==> src/rtl/peripheral_biu_pkg.sv <==
// Shared BIU encodings (size, burst, prot) and burst helper functions.
package peripheral_biu_pkg;

  typedef enum logic [2:0] {
    SIZE_BYTE  = 3'd0,
    SIZE_HWORD = 3'd1,
    SIZE_WORD  = 3'd2,
    SIZE_DWORD = 3'd3,
    SIZE_QWORD = 3'd4
  } size_e;

  typedef enum logic [2:0] {
    BURST_SINGLE = 3'd0,
    BURST_INCR   = 3'd1,
    BURST_WRAP4  = 3'd2,
    BURST_INCR4  = 3'd3,
    BURST_WRAP8  = 3'd4,
    BURST_INCR8  = 3'd5,
    BURST_WRAP16 = 3'd6,
    BURST_INCR16 = 3'd7
  } burst_e;

  localparam logic [2:0] PROT_DATA = 3'b001;
  localparam logic [2:0] PROT_PRIV = 3'b010;
  localparam logic [2:0] PROT_BUFF = 3'b100;

  localparam logic [2:0] SIZE_UNDEF = 3'b111;
  localparam logic [2:0] PROT_UNDEF = 3'b000;

  localparam int unsigned BOUNDARY_1K = 1024;
  localparam int unsigned BEATS_W     = 16;

  function automatic logic is_wrap(input logic [2:0] burst);
    return (burst == BURST_WRAP4) || (burst == BURST_WRAP8) || (burst == BURST_WRAP16);
  endfunction

  function automatic logic [BEATS_W-1:0] burst_beats(input logic [2:0] burst,
                                                     input logic [BEATS_W-1:0] len);
    logic [BEATS_W-1:0] beats;
    case (burst)
      BURST_SINGLE:             beats = BEATS_W'(1);
      BURST_INCR:               beats = len;
      BURST_WRAP4, BURST_INCR4: beats = BEATS_W'(4);
      BURST_WRAP8, BURST_INCR8: beats = BEATS_W'(8);
      default:                  beats = BEATS_W'(16);
    endcase
    return beats;
  endfunction

endpackage

==> src/rtl/peripheral_biu_addr_next.sv <==
// Combinational next-beat address: linear increment, or wrap within the burst block.
module peripheral_biu_addr_next #(
  parameter int unsigned ADDR_W = 32
) (
  input  logic [ADDR_W-1:0] addr_i,
  input  logic [2:0]        size_i,
  input  logic [2:0]        burst_i,
  output logic [ADDR_W-1:0] addr_next_o
);
  import peripheral_biu_pkg::*;

  logic [ADDR_W-1:0]  step;
  logic [ADDR_W-1:0]  incr;
  logic [ADDR_W-1:0]  mask;
  logic [BEATS_W-1:0] beats;

  always_comb begin
    step  = ADDR_W'(1) << size_i;
    incr  = addr_i + step;
    beats = burst_beats(burst_i, BEATS_W'(1));
    // Wrap beat counts are powers of two, so blk-1 is a contiguous low mask.
    mask  = (ADDR_W'(beats) << size_i) - ADDR_W'(1);
    if (is_wrap(burst_i)) begin
      addr_next_o = (addr_i & ~mask) | (incr & mask);
    end else begin
      addr_next_o = incr;
    end
  end

endmodule

==> src/rtl/peripheral_biu_burst_gen.sv <==
// Burst sequencer: validates one descriptor and expands it into per-beat requests.
module peripheral_biu_burst_gen #(
  parameter int unsigned ADDR_W  = 32,
  parameter int unsigned DATA_W  = 64,
  parameter int unsigned MAX_LEN = 16,
  parameter int unsigned LEN_W   = 5
) (
  input  logic              clk_i,
  input  logic              rst_i,
  input  logic              req_valid_i,
  output logic              req_ready_o,
  input  logic [ADDR_W-1:0] req_addr_i,
  input  logic [2:0]        req_size_i,
  input  logic [2:0]        req_burst_i,
  input  logic [2:0]        req_prot_i,
  input  logic              req_we_i,
  input  logic [LEN_W-1:0]  req_len_i,
  input  logic              abort_i,
  output logic              beat_valid_o,
  input  logic              beat_ready_i,
  output logic [ADDR_W-1:0] beat_addr_o,
  output logic [2:0]        beat_size_o,
  output logic [2:0]        beat_prot_o,
  output logic              beat_we_o,
  output logic              beat_first_o,
  output logic              beat_last_o,
  output logic [LEN_W-1:0]  beat_idx_o,
  output logic              done_o,
  output logic              err_o
);
  import peripheral_biu_pkg::*;

  localparam logic [2:0] MAX_SIZE = 3'($clog2(DATA_W / 8));

  typedef enum logic {ST_IDLE, ST_BURST} state_e;

  state_e             state_q, state_d;
  logic [ADDR_W-1:0]  addr_q, addr_d, addr_nxt;
  logic [2:0]         size_q, size_d;
  logic [2:0]         burst_q, burst_d;
  logic [2:0]         prot_q, prot_d;
  logic               we_q, we_d;
  logic [LEN_W-1:0]   idx_q, idx_d;
  logic [LEN_W-1:0]   last_q, last_d;
  logic               done_q, done_d;
  logic               err_q, err_d;

  logic [BEATS_W-1:0] req_beats;
  logic [6:0]         align_mask;
  logic [11:0]        span;
  logic               legal;
  logic               is_last;

  peripheral_biu_addr_next #(
    .ADDR_W(ADDR_W)
  ) u_addr_next (
    .addr_i      (addr_q),
    .size_i      (size_q),
    .burst_i     (burst_q),
    .addr_next_o (addr_nxt)
  );

  always_comb begin
    req_beats  = burst_beats(req_burst_i, BEATS_W'(req_len_i));
    align_mask = 7'((8'd1 << req_size_i) - 8'd1);
    span       = 12'(req_beats << req_size_i) + {2'b00, req_addr_i[9:0]};
    legal      = 1'b1;
    if (req_size_i > MAX_SIZE) begin
      legal = 1'b0;
    end
    if ((req_addr_i[6:0] & align_mask) != '0) begin
      legal = 1'b0;
    end
    if ((req_burst_i == BURST_INCR) &&
        ((req_len_i == '0) || (req_len_i > LEN_W'(MAX_LEN)))) begin
      legal = 1'b0;
    end
    if (!is_wrap(req_burst_i) && (span > 12'(BOUNDARY_1K))) begin
      legal = 1'b0;
    end
  end

  assign is_last = (idx_q == last_q);

  always_comb begin
    state_d = state_q;
    addr_d  = addr_q;
    size_d  = size_q;
    burst_d = burst_q;
    prot_d  = prot_q;
    we_d    = we_q;
    idx_d   = idx_q;
    last_d  = last_q;
    done_d  = 1'b0;
    err_d   = 1'b0;
    case (state_q)
      ST_IDLE: begin
        if (req_valid_i) begin
          if (legal) begin
            addr_d  = req_addr_i;
            size_d  = req_size_i;
            burst_d = req_burst_i;
            prot_d  = req_prot_i;
            we_d    = req_we_i;
            idx_d   = '0;
            last_d  = LEN_W'(req_beats - BEATS_W'(1));
            state_d = ST_BURST;
          end else begin
            err_d = 1'b1;
          end
        end
      end
      default: begin
        // A last-beat handshake wins over a simultaneous abort.
        if (beat_ready_i && is_last) begin
          done_d  = 1'b1;
          state_d = ST_IDLE;
        end else if (abort_i) begin
          state_d = ST_IDLE;
        end else if (beat_ready_i) begin
          idx_d  = idx_q + LEN_W'(1);
          addr_d = addr_nxt;
        end
      end
    endcase
  end

  always_ff @(posedge clk_i or posedge rst_i) begin
    if (rst_i) begin
      state_q <= ST_IDLE;
      addr_q  <= '0;
      size_q  <= '0;
      burst_q <= '0;
      prot_q  <= '0;
      we_q    <= 1'b0;
      idx_q   <= '0;
      last_q  <= '0;
      done_q  <= 1'b0;
      err_q   <= 1'b0;
    end else begin
      state_q <= state_d;
      addr_q  <= addr_d;
      size_q  <= size_d;
      burst_q <= burst_d;
      prot_q  <= prot_d;
      we_q    <= we_d;
      idx_q   <= idx_d;
      last_q  <= last_d;
      done_q  <= done_d;
      err_q   <= err_d;
    end
  end

  assign req_ready_o  = (state_q == ST_IDLE);
  assign beat_valid_o = (state_q == ST_BURST);
  assign beat_first_o = beat_valid_o && (idx_q == '0);
  assign beat_last_o  = beat_valid_o && is_last;
  assign beat_addr_o  = addr_q;
  assign beat_size_o  = size_q;
  assign beat_prot_o  = prot_q;
  assign beat_we_o    = we_q;
  assign beat_idx_o   = idx_q;
  assign done_o       = done_q;
  assign err_o        = err_q;

endmodule

==> config.mk <==
export PLATFORM = sky130hd
export DESIGN_NAME = peripheral_biu_burst_gen
export DESIGN_NICKNAME = d
export VERILOG_FILES = /design/src/rtl/peripheral_biu_pkg.sv /design/src/rtl/peripheral_biu_addr_next.sv /design/src/rtl/peripheral_biu_burst_gen.sv
export SDC_FILE = /design/constraint.sdc
export NUM_CORES = 1
export LEC_CHECK = 0
export CAP_MARGIN = 20
export CORE_ASPECT_RATIO = 0.75
export CORE_MARGIN = 1.5
export CORE_UTILIZATION = 57
export DETAILED_ROUTE_END_ITERATION = 7
export PLACE_DENSITY = 0.95
export SYNTH_ARGS = -nofsm -noshare
export SYNTH_HDL_FRONTEND = slang
export SYNTH_HIERARCHICAL = 1
export SYNTH_SLANG_ARGS = --single-unit
==> constraint.sdc <==
create_clock -name clk_i -period 5.8 [get_ports clk_i]
set_input_delay 1.16 -clock clk_i [delete_from_list [all_inputs] [get_ports clk_i]]
set_output_delay 1.16 -clock clk_i [all_outputs]
set_load 0.005 [all_outputs]
Word-level counts from Yosys, hierarchy flattened
Cells that the tools add are included.

Flip-flop bits (word level): 55. Input bits: 52. Output and inout port bits: 50. Logic and storage cells: 99.

$add $sub $neg: 6. $lt $le $gt $ge: 3. Equal/unequal tests: 16. Shifts and indexed selects: 4. Mux-type cells: 29. Bitwise operators: 6. Reduce and logical (&&, ||, !) cells: 25.

Operators with widths (number): 2-to-1 mux 32 bit (7); bitwise AND 32 bit (2); adder 32 bit (1); inverter 32 bit (1); OR 32 bit (1); << shifter 1 x 3 -> 32 bit, first input constant (1); << shifter 5 x 3 -> 32 bit (1); subtractor 32 x 1 -> 32 bit, second input constant (1); 2-to-1 mux 5 bit (6); one-hot mux 5 bit (4 select lines) (1); equality test 3 bit, second input constant (6); << shifter 16 x 3 -> 12 bit (1); one-hot mux 5 bit (3 select lines) (1); 2-to-1 mux 1 bit (14); adder 12 x 10 -> 12 bit (1); equality test 3 x 2 -> 1 bit, second input constant (4); greater-than comparator 12 x 11 -> 1 bit, second input constant (1); logical NOT 5 bit (2); OR reduction 2 bit (5); bitwise AND 7 bit (1); nonzero test 7 bit (1); << shifter 1 x 3 -> 7 bit, first input constant (1); subtractor 7 x 1 -> 7 bit, second input constant (1); equality test 3 x 1 -> 1 bit, second input constant (2); 14 further kinds (26).

Longest topological paths before layout
Gate-level depths: netlist of the first run.

Depth after elaboration: 13. Gate-level depth with buffers: 19. Depth with buffers taken out: 15.

Cells and area by module
The synthesis of the first run kept the hierarchy.

By module, submodules not included: peripheral_biu_burst_gen (times used 1, cells an instance 313, area each 3573.4 um^2, seq. area each 1376.3 um^2); peripheral_biu_addr_next (times used 1, cells an instance 216, area each 1467.7 um^2, seq. area each 0.0 um^2).

Least setup slack after synthesis of the first run
No wires, ideal clock.

Path type: input port to flip-flop. Start: in req_burst_i[0]. End: reg addr_q[10] (netlist: beat_addr_o[10]). Setup time: 0.125 ns. Arrival: 4.441 ns. Required time: 5.675 ns. Setup slack: 1.234 ns. Stages on the path: 18. Buffers on the path: 4. Cell sequence: clkbuf_1 > a21oi_1 > or2_2 > clkbuf_1 > nor2_1 > nor2_1 > mux2_2 > o32ai_1 > ha_1 > a21oi_1 > o21ai_0 > or4_1 > o211ai_1 > nand4b_1 > a31o_1 > buf_6 > buf_8 > mux2_4.

Longest elaborated chain between the ends: 10. Elaborated cells on any way between the ends: 22. Those cells by class: 1 x add/sub; 1 x order compare; 6 x eq/ne; 1 x shift; 3 x mux; 10 x reduce/logical.

RTL lines: from (decl) (line peripheral_biu_burst_gen.sv:14) `input logic [2:0] req_burst_i,`; equality test 3 bit, or another cell as far along (line peripheral_biu_pkg.sv:34, peripheral_biu_pkg.sv:40); OR reduction 2 bit (line peripheral_biu_pkg.sv:40) `case (burst)`; one-hot mux 5 bit (4 select lines) (line peripheral_biu_pkg.sv:40); << shifter 16 x 3 -> 12 bit (line peripheral_biu_burst_gen.sv:66) `span = 12'(req_beats << req_size_i) + {2'b00, req_addr_i[9:0]};`; adder 12 x 10 -> 12 bit (line peripheral_biu_burst_gen.sv:66); greater-than comparator 12 x 11 -> 1 bit (line peripheral_biu_burst_gen.sv:78) `if (!is_wrap(req_burst_i) && (span > 12'(BOUNDARY_1K))) begin`; logical AND 1 bit (line peripheral_biu_burst_gen.sv:78); 2-to-1 mux 1 bit (*) (line peripheral_biu_burst_gen.sv:78); nonzero test 2 bit (no line) (*); AND reduction 5 bit (no line) (*); to (signal assigned) (line peripheral_biu_burst_gen.sv:142) `addr_q <= addr_d;`; to (decl) (line peripheral_biu_burst_gen.sv:38) `logic [ADDR_W-1:0] addr_q, addr_d, addr_nxt;`.

Every way passes the cells marked *; elsewhere a longest branch is shown, timed or not. A chain may end at the register's enable or synchronous reset.

Worst setup path in the final report of the first run
Start: in req_burst_i[1]. End: reg addr_q[0] (netlist: beat_addr_o[0]).

Same word-level chain as after synthesis.

==> results by stage, run 1 <==
Status:
- The flow ran to the end, but the final reports show violations.
- The final reports fail on DRC.

Flow run:
- The tool flagged a number of max-cap violations equal to 0.

Layout:
- In the final layout, the multi-input gates occupy 3407 um2.
- The repair_antennas step left the layout with diodes totalling 0.
- The area growth from synthesis to final layout is 23.18%.
- The proportion of layout cells with a drive suffix above 1 is 0.1656.
- The sequential cell area is 1376 um2.
- After the last flow step, the layout net total stands at 692.
- The layout has 551 filler cells.

Floorplanning:
- The width of the chip is 111.6 um.
- The floorplan die height is 84.45 um.
- The initial utilization of the core area, before any placement, comes to 0.5912.
- The cell row count is 29.
- The area of the die is 9423 um2.
- In this run the count of I/O pins placed on the die edge is 102.
- The total area inside the core boundary comes to 8527 um2.

STA:
- Headroom to the max-slew limit came out at 0.3714.
- The slew at the pin closest to its max-slew limit is 0.9356 ns.
- Setup total negative slack on the finished layout was measured at 0 ns.
- The total count of hold-check failures in the final report is 0.
- Derived from the worst setup path, the maximum achievable clock frequency is 185.7 MHz.
- Subtracting the final worst setup slack from the clock period gives 5.384 ns.
- The max-slew violation total from the final report is 0.
- The maximum clock skew at final layout is 0.007130 ns.
- Setup repair after global routing left no endpoint under its margin.
- Dividing the final minimum period by the clock period gives 0.9283.
- The number of setup violations in the final report is 0.

Setup path:
- The capturing point of the worst reg2reg path is beat_addr_o[6].
- The data arrival time at the worst-slack endpoint is 5.58 ns.
- The launch point of the worst reg-to-reg path is beat_size_o[2].
- Traced cell by cell, the critical path runs through clkdlybuf4s50_1 > nor2_1 > and3_1 > a21oi_1 > nor2_1 > a21oi_1 > mux2_2 > o32ai_1 > ha_1 > a21oi_1 > o21ai_0 > or4_1 > o211ai_1 > nand4b_1 > a31o_2 > buf_4 > mux2_2.
- The kind of end point of the critical path is a flop.
- The largest fanout on the critical path is 8.
- On the worst path, the slowest cell contributes a delay of 0.63 ns.
- The worst register-to-register path has a setup slack of 2.06 ns.
- The critical path is of the in -> reg type.
- The worst setup path startpoint is req_burst_i[1].
- Following the worst setup path forward leads to its endpoint at beat_addr_o[0].
- For the worst setup path, the data required time is 5.99 ns.
- The standard cell with the maximum stage delay on the critical path is sky130_fd_sc_hd__clkdlybuf4s50_1.
- The depth of the worst register-to-register path is 10.
- The element type at the critical path start is an input pin.
- The most used cell along the critical path is sky130_fd_sc_hd__a21oi_1.

Placement:
- The HPWL after detailed placement is 10.49 mm.
- The number of buffers added on ports is 101.
- Routability-driven placement finished with a final weighted congestion of 0.9325.

Logic synthesis:
- The number of instances in the synthesized netlist is 529.
- For this run, the number of Yosys warnings is 6.
- The most frequently used flop master after synthesis is sky130_fd_sc_hd__dfrtp_1.
- The number of synthesized register bits is 55.
- The proportion of synthesized chip area in sequential cells is 0.2730.
- The total nets after synthesis is 606.
- The distinct cell type count after synthesis is 72.
- The area of the mapped netlist is 5041 um2.
- The share of synthesized registers carrying an async set or reset is 1.000.
- A synthesized cell averages 9.529 um2.
- The synthesized design contains 0 enable-type register cells.

Global route:
- Entering global routing, the biggest net connects 56 pins.
- The initial antenna violation count was 0.
- The number of global-route vias before repair was 4733.
- For this run, the total global-route usage over all layers was measured as 0.3102.
- The total overflow left after global routing is 0.
- The first-pass GRT wire length is 23.52 mm.

Detailed routing:
- After detailed routing, the average wire length per cell comes to 20.16 um.
- The total routed wirelength is 14.60 mm.
- The average via count per standard cell is 6.504.
- Summing over every cut layer, the via total after detailed routing is 4709.
- In this run the remaining antenna-violating nets after routing total 0.
- In the routed design, unresolved DRC markers number 2.
- The first-pass iteration count of the detailed router is 8.
- The number of DRC markers after the initial detailed-route iteration is 555.

CTS:
- The post-CTS setup repair buffer count is 0.
- The insertion delay of the later-clocked pin in the worst-skew pair is 0.30 ns.
- Hold repair after CTS inserted 0 buffers.
- The number of gates resized after CTS was 0.
- The CTS clock-pin slew for the worst setup and hold paths is 0.07 ns.
- Clock tree synthesis inserted a total of 5 buffers.
- The number of levels the H-tree was split into is 2.
- TritonCTS built the clock tree.
- CTS saw 55 sinks.
- The number of buffers on the longest clock path is 2.
- The cell sitting at the root of the clock tree is a sky130_fd_sc_hd__clkbuf_16.

Power:
- The largest vdd supply drop is 250.0 uV.
- Power spread over the standard cell area amounts to 378.5 nW/um2.
- In this run the static leakage power is 2.657 nW.
- The overall power is 0.002350 W.

Hold path:
- The tightest min-delay check is of the reg -> reg type.
-- critical path: cells and delay by family --
family | cells | cell delay (ns)
buffers and inverters | 2 | 0.88
AOI/OAI and AO/OA | 7 | 1.46
and+or+nand+nor | 5 | 1.14
adders and majority gates | 1 | 0.39
muxes | 2 | 0.56
-- cell usage in the layout, fill, tap and decap left out, types with 6 or more instances in the layout --
master	netlist	routed
sky130_fd_sc_hd__nor4_1	9	9
sky130_fd_sc_hd__nand3_1	8	8
sky130_fd_sc_hd__dfrtp_1	55	55
sky130_fd_sc_hd__clkdlybuf4s50_1	0	101
sky130_fd_sc_hd__mux2_1	8	8
sky130_fd_sc_hd__xor2_1	27	27
sky130_fd_sc_hd__nand4_1	7	7
sky130_fd_sc_hd__nor2b_1	7	7
sky130_fd_sc_hd__mux2_2	45	45
sky130_fd_sc_hd__xnor2_1	21	21
sky130_fd_sc_hd__nand2b_1	7	7
sky130_fd_sc_hd__nor3_1	19	19
sky130_fd_sc_hd__and2_1	9	9
sky130_fd_sc_hd__ha_1	23	23
sky130_fd_sc_hd__nor2_1	36	36
sky130_fd_sc_hd__o21ai_0	19	19
sky130_fd_sc_hd__inv_1	23	22
sky130_fd_sc_hd__mux2_4	29	29
sky130_fd_sc_hd__a21oi_1	22	22
sky130_fd_sc_hd__o211ai_1	6	6
sky130_fd_sc_hd__and3_1	9	9
sky130_fd_sc_hd__nand2_1	35	35
-- registers in the layout, indices dropped and copies added, names as in the netlist --
name	cells
done_o	1
beat_size_o	3
last_q	5
beat_idx_o	5
beat_valid_o	1
burst_q	3
err_o	1
beat_prot_o	3
beat_addr_o	32
beat_we_o	1
-- routing by layer --
layer / routed length [um] / vias up / GRT usage / part of all wire
li1: - / 2075 / - / -
met1: 5719 / 2282 / 0.3804 / 0.39
met2: 7109 / 290 / 0.5265 / 0.49
met3: 1300 / 62 / 0.07726 / 0.089
met4: 466 / 0 / 0.1277 / 0.032
met5: 0 / - / 0 / 0
-- per-stage QoR --
step                      utilization  setup WS [ns]  hold WS, ns  cells  area, um2
after global placement         0.7114         0.4467       0.4764    716       6066
after detailed placement       0.7114         0.2416       0.4888    716       6066
after CTS                      0.7282         0.5449       0.5086    724       6210
after global routing           0.7282         0.1398       0.5373    724       6210
after floorplan                     -          1.234       0.4587    529       5041
final                          0.7282         0.4156       0.5073    724       6210
-- cells by family after synthesis --
| kind of cell | after synthesis | synth area share |
|---|---|---|
| compound gates | 98 | 0.1402 |
| xor+xnor | 48 | 0.08340 |
| fa+ha+maj | 25 | 0.06503 |
| buf+inv | 50 | 0.05113 |
| flops | 55 | 0.2730 |
| mux | 87 | 0.2147 |
| simple gates | 166 | 0.1725 |
-- final cells by class --
class,instances,share of cell area
Tap cell,108,0.02176
Multi-Input combinational cell,424,0.5487
Timing Repair Buffer,106,0.1709
Clock inverter,3,0.003022
Inverter,23,0.01390
Sequential cell,55,0.2216
Clock buffer,5,0.02015
-- synthesized netlist by cell type, types with 4 or more instances --
cell type / count / area share
sky130_fd_sc_hd__a211o_1: 4 / 0.0069
sky130_fd_sc_hd__a211oi_1: 4 / 0.0060
sky130_fd_sc_hd__a21oi_1: 22 / 0.022
sky130_fd_sc_hd__and2_1: 9 / 0.011
sky130_fd_sc_hd__and3_1: 9 / 0.011
sky130_fd_sc_hd__buf_2: 9 / 0.0089
sky130_fd_sc_hd__clkbuf_1: 11 / 0.0082
sky130_fd_sc_hd__dfrtp_1: 55 / 0.27
sky130_fd_sc_hd__ha_1: 23 / 0.057
sky130_fd_sc_hd__inv_1: 23 / 0.017
sky130_fd_sc_hd__mux2_1: 8 / 0.018
sky130_fd_sc_hd__mux2_2: 45 / 0.10
sky130_fd_sc_hd__mux2_4: 29 / 0.086
sky130_fd_sc_hd__mux2i_1: 5 / 0.0099
sky130_fd_sc_hd__nand2_1: 35 / 0.026
sky130_fd_sc_hd__nand2b_1: 7 / 0.0087
sky130_fd_sc_hd__nand3_1: 8 / 0.0079
sky130_fd_sc_hd__nand4_1: 7 / 0.0087
sky130_fd_sc_hd__nor2_1: 36 / 0.027
sky130_fd_sc_hd__nor2b_1: 7 / 0.0087
sky130_fd_sc_hd__nor3_1: 19 / 0.019
sky130_fd_sc_hd__nor3b_1: 4 / 0.0060
sky130_fd_sc_hd__nor4_1: 9 / 0.011
sky130_fd_sc_hd__o211ai_1: 6 / 0.0089
sky130_fd_sc_hd__o21a_1: 5 / 0.0074
sky130_fd_sc_hd__o21ai_0: 19 / 0.019
sky130_fd_sc_hd__o21ai_1: 5 / 0.0050
sky130_fd_sc_hd__xnor2_1: 21 / 0.036
sky130_fd_sc_hd__xor2_1: 27 / 0.047
-- how the worst min path moves through the flow --
| stage | to | slack [ns] | cells after the start | start |
|---|---|---|---|---|
| after floorplan | burst_q[1] | 0.46 | 1 | burst_q[1] |
| after global placement | beat_prot_o[2] | 0.48 | 1 | beat_prot_o[2] |
| after detailed placement | beat_we_o | 0.49 | 1 | beat_we_o |
| after CTS | beat_we_o | 0.51 | 1 | beat_we_o |
| after global routing | beat_we_o | 0.54 | 1 | beat_we_o |
| final | beat_we_o | 0.51 | 1 | beat_we_o |
-- where the power goes --
part	total, W	internal, W	switching (W)
clock network	0.000312	0.000161	0.000151
registers	0.000796	0.000533	0.000264
logic	0.00124	0.000730	0.000512
total	0.00235	0.00142	0.000927
Note: power is estimated with default switching activity, not from simulation.
==> inputs of run 2 (changes only) <==
--- a/config.mk
+++ b/config.mk
@@ -6,9 +6,11 @@
 export NUM_CORES = 1
 export LEC_CHECK = 0
 export CAP_MARGIN = 20
+export CELL_PAD_IN_SITES_DETAIL_PLACEMENT = 0
+export CELL_PAD_IN_SITES_GLOBAL_PLACEMENT = 1
 export CORE_ASPECT_RATIO = 0.75
 export CORE_MARGIN = 1.5
-export CORE_UTILIZATION = 57
+export CORE_UTILIZATION = 43
 export DETAILED_ROUTE_END_ITERATION = 7
 export PLACE_DENSITY = 0.95
 export SYNTH_ARGS = -nofsm -noshare
==> results by stage, run 2 (synthesis results as in run 1) <==
Setup path:
- The launch point of the worst reg-to-reg path is beat_size_o[2].
- The worst path required time is 5.98 ns.
- The critical path class is in -> reg.
- For the worst flop-to-flop path, the logic depth is 10.
- STA classifies the critical path startpoint as an input pin.
- The critical path goes through clkdlybuf4s50_1 > nor2_1 > and3_1 > a21oi_1 > nor2_1 > a21oi_1 > mux2_2 > o32ai_1 > ha_1 > a21oi_1 > o21ai_0 > or4_1 > o211ai_1 > nand4b_1 > a31o_2 > mux2_2.
- For the worst setup path, the data arrival time is 5.34 ns.
- The capturing point of the worst reg2reg path is beat_addr_o[6].
- In this run the worst path has a maximum fanout of 20.
- The most used cell along the critical path is sky130_fd_sc_hd__a21oi_1.
- In this run the register-to-register setup slack is 2.17 ns.
- The count of buffer and inverter cells on the critical path is 1.
- For this design, the slowest cell found on the critical path is sky130_fd_sc_hd__clkdlybuf4s50_1.
- The kind of end point of the critical path is a flop.
- The kind of cell adding the most delay to the critical path is compound AO/OA/AOI/OAI gates.
- On the worst path, the slowest cell contributes a delay of 0.64 ns.

STA:
- The worst path in the final design needs a cycle of 5.162 ns, including I/O delays and setup.
- The max-slew violation total from the final report is 0.
- The maximum frequency from static timing analysis is 193.7 MHz.
- Adding up every negative setup slack in the final design gives 0 ns.
- Setup violations remaining at the end of the flow were counted as 0.
- The final clock period utilization by the worst path is 0.8900.
- The slew at the pin closest to its max-slew limit is 0.8514 ns.
- The maximum clock skew at final layout is 0.004348 ns.
- The worst pin sits at a relative slew slack of 0.4280.
- Setup repair after global routing left no endpoint under its margin.
- The total count of hold-check failures in the final report is 0.

Status:
- The flow ran to the end, and the final reports show no timing, DRC or antenna violations.

Floorplanning:
- The floorplan has 34 rows.
- The area of the die is 12390 um2.
- The floorplan die height is 96.77 um.
- The number of top-level pins is 102.
- In this run the standard cell core region covers 11530 um2.
- The initial utilization of the core area, before any placement, comes to 0.4373.
- From left edge to right edge, the die measures 128.0 um.

Layout:
- The final antenna diode count is 0.
- Counting the fill cells in the layout gives 1022.
- Summing all flip-flop and latch instances after layout gives 1376 um2.
- Of the cells placed in the final design, the portion with a size suffix greater than 1 is 0.1626.
- The multi-input logic area is 3407 um2.
- Leaving out fill and tap cells, the most frequent cell in the layout is sky130_fd_sc_hd__clkdlybuf4s50_1.
- The finished cells cover 6267 um2.
- The net count of the finished layout is 691.
- The number of flip-flops under the largest register name is 32.
- In the layout the commonest cells are sky130_fd_sc_hd__clkdlybuf4s50_1 (101), sky130_fd_sc_hd__dfrtp_1 (55), sky130_fd_sc_hd__mux2_2 (45), sky130_fd_sc_hd__nor2_1 (36), sky130_fd_sc_hd__nand2_1 (35).
- The area growth from synthesis to final layout is 24.32%.
- The number of standard cells in the layout, taps in and fillers out is 777.
- The share of the core filled with cells in the final layout is 0.5436.

Detailed routing:
- After detailed routing, the number of remaining DRC violations is 0.
- The routed length per placed instance is 16.35 um.
- After detailed routing, the met3 layer carries 570 um of wire.
- The wire length the detailed router placed on met1 is 6.091 mm.
- The highest metal layer carrying signal wires in the routed design is met4.
- The pre-antenna-repair detailed-routing pass consisted of 4 iterations.
- The total routed wirelength is 12.70 mm.
- Detailed routing inserted a total of 4264 vias.
- Once detail routing completed, the nets flagged for antenna violations numbered 0.
- After detailed routing, the number of vias per cell comes to 5.488.
- After the first detailed-routing iteration, the DRC count stood at 256.
- The total met2 wirelength after detailed routing is 5.934 mm.

Hold path:
- The type of the tightest min-delay check is reg -> reg.
- The worst hold path endpoint is beat_we_o.
- The cell depth of the worst min-delay path is 1.
- The startpoint identified for the worst hold timing path is beat_we_o.

Global route:
- The initial antenna violation count is 0.
- The number of global-route vias before repair came to 4309.
- Across every metal layer, demand over resource in global routing totals 0.2065.
- After global routing the overflow that remains totals 0.
- Entering global routing, the biggest net connects 56 pins.
- The first-pass GRT wire length is 20.94 mm.

Placement:
- Detailed placement finished with a half-perimeter wire length of 9.389 mm.
- Routability-driven placement finished with a final weighted congestion of 0.8574.
- The total instance count after detailed placement is 769.
- After detailed placement, the total cell area comes to 6126 um2.
- The number of buffers added on ports is 101.

CTS:
- The number of clock sinks seen by CTS is 55.
- The insertion delay of the later-clocked pin in the worst-skew pair is 0.29 ns.
- For this design, the CTS-stage hold fixing added 0 buffers.
- The number of gates resized after CTS was 0.
- The root buffer cell is sky130_fd_sc_hd__clkbuf_16.
- The number of buffers on the longest clock path is 2.
- Clock-pin slew was measured on the worst setup and hold paths at 0.07 ns.
- TritonCTS built the clock tree.
- The number of levels the H-tree was split into is 2.
- In this run, CTS created clock tree buffers numbering 5.
- The post-CTS setup repair buffer count is 0.

Power:
- The leakage power summed over all cells is 2.646 nW.
- The largest vdd supply drop is 141.4 uV.
- The total power divided by cell area is 361.7 nW/um2.

Flow run:
- The number of maximum-capacitance constraint violations is 0.
-- run 2: metrics by stage --
| stage | hold WS [ns] | total power [W] | worst slack, ns |
|---|---|---|---|
| finish | 0.5096 | 0.002267 | 0.6380 |
| global placement | 0.4829 | 0.001915 | 0.4346 |
| floorplan | 0.4587 | 0.001492 | 1.234 |
| detailed placement | 0.5082 | 0.001969 | 0.3642 |
| global route | 0.5369 | 0.002434 | 0.3227 |
| CTS | 0.5194 | 0.002281 | 0.6718 |
-- run 2: cell type report --
cell class,count,share of cell area
tap,162,0.03234
clock inverter,2,0.001996
inverter,23,0.01378
timing repair buffer,105,0.1681
clock buffer,6,0.02056
sequential,55,0.2196
multi-input combinational,424,0.5436
-- run 2: power breakdown --
group	total [W]	leakage, nW	internal (W)	switching, W
clock	0.000303	0.0669	0.000160	0.000143
sequential	0.000780	0.666	0.000533	0.000246
combinational	0.00118	1.91	0.000725	0.000459
total	0.00227	2.65	0.00142	0.000848
-- run 2: worst max-delay path by stage --
| stage | slack, ns | start | end | cells past startpoint |
|---|---|---|---|---|
| final | 0.64 | req_burst_i[1] | beat_prot_o[1] | 16 |
| after global routing | 0.32 | req_burst_i[1] | beat_size_o[0] | 16 |
| after CTS | 0.67 | req_burst_i[1] | beat_prot_o[1] | 16 |
| after detailed placement | 0.36 | req_burst_i[1] | beat_prot_o[1] | 16 |
| after global placement | 0.43 | req_burst_i[2] | last_q[3] | 16 |
| after floorplan | 1.23 | req_burst_i[0] | beat_addr_o[10] | 18 |
-- run 2: metal layers --
metal / vias to the layer above / global-route usage
li1: 2088 / -
met1: 2047 / 0.2804
met2: 120 / 0.3524
met3: 9 / 0.03042
met4: 0 / 0.03717
met5: - / 0
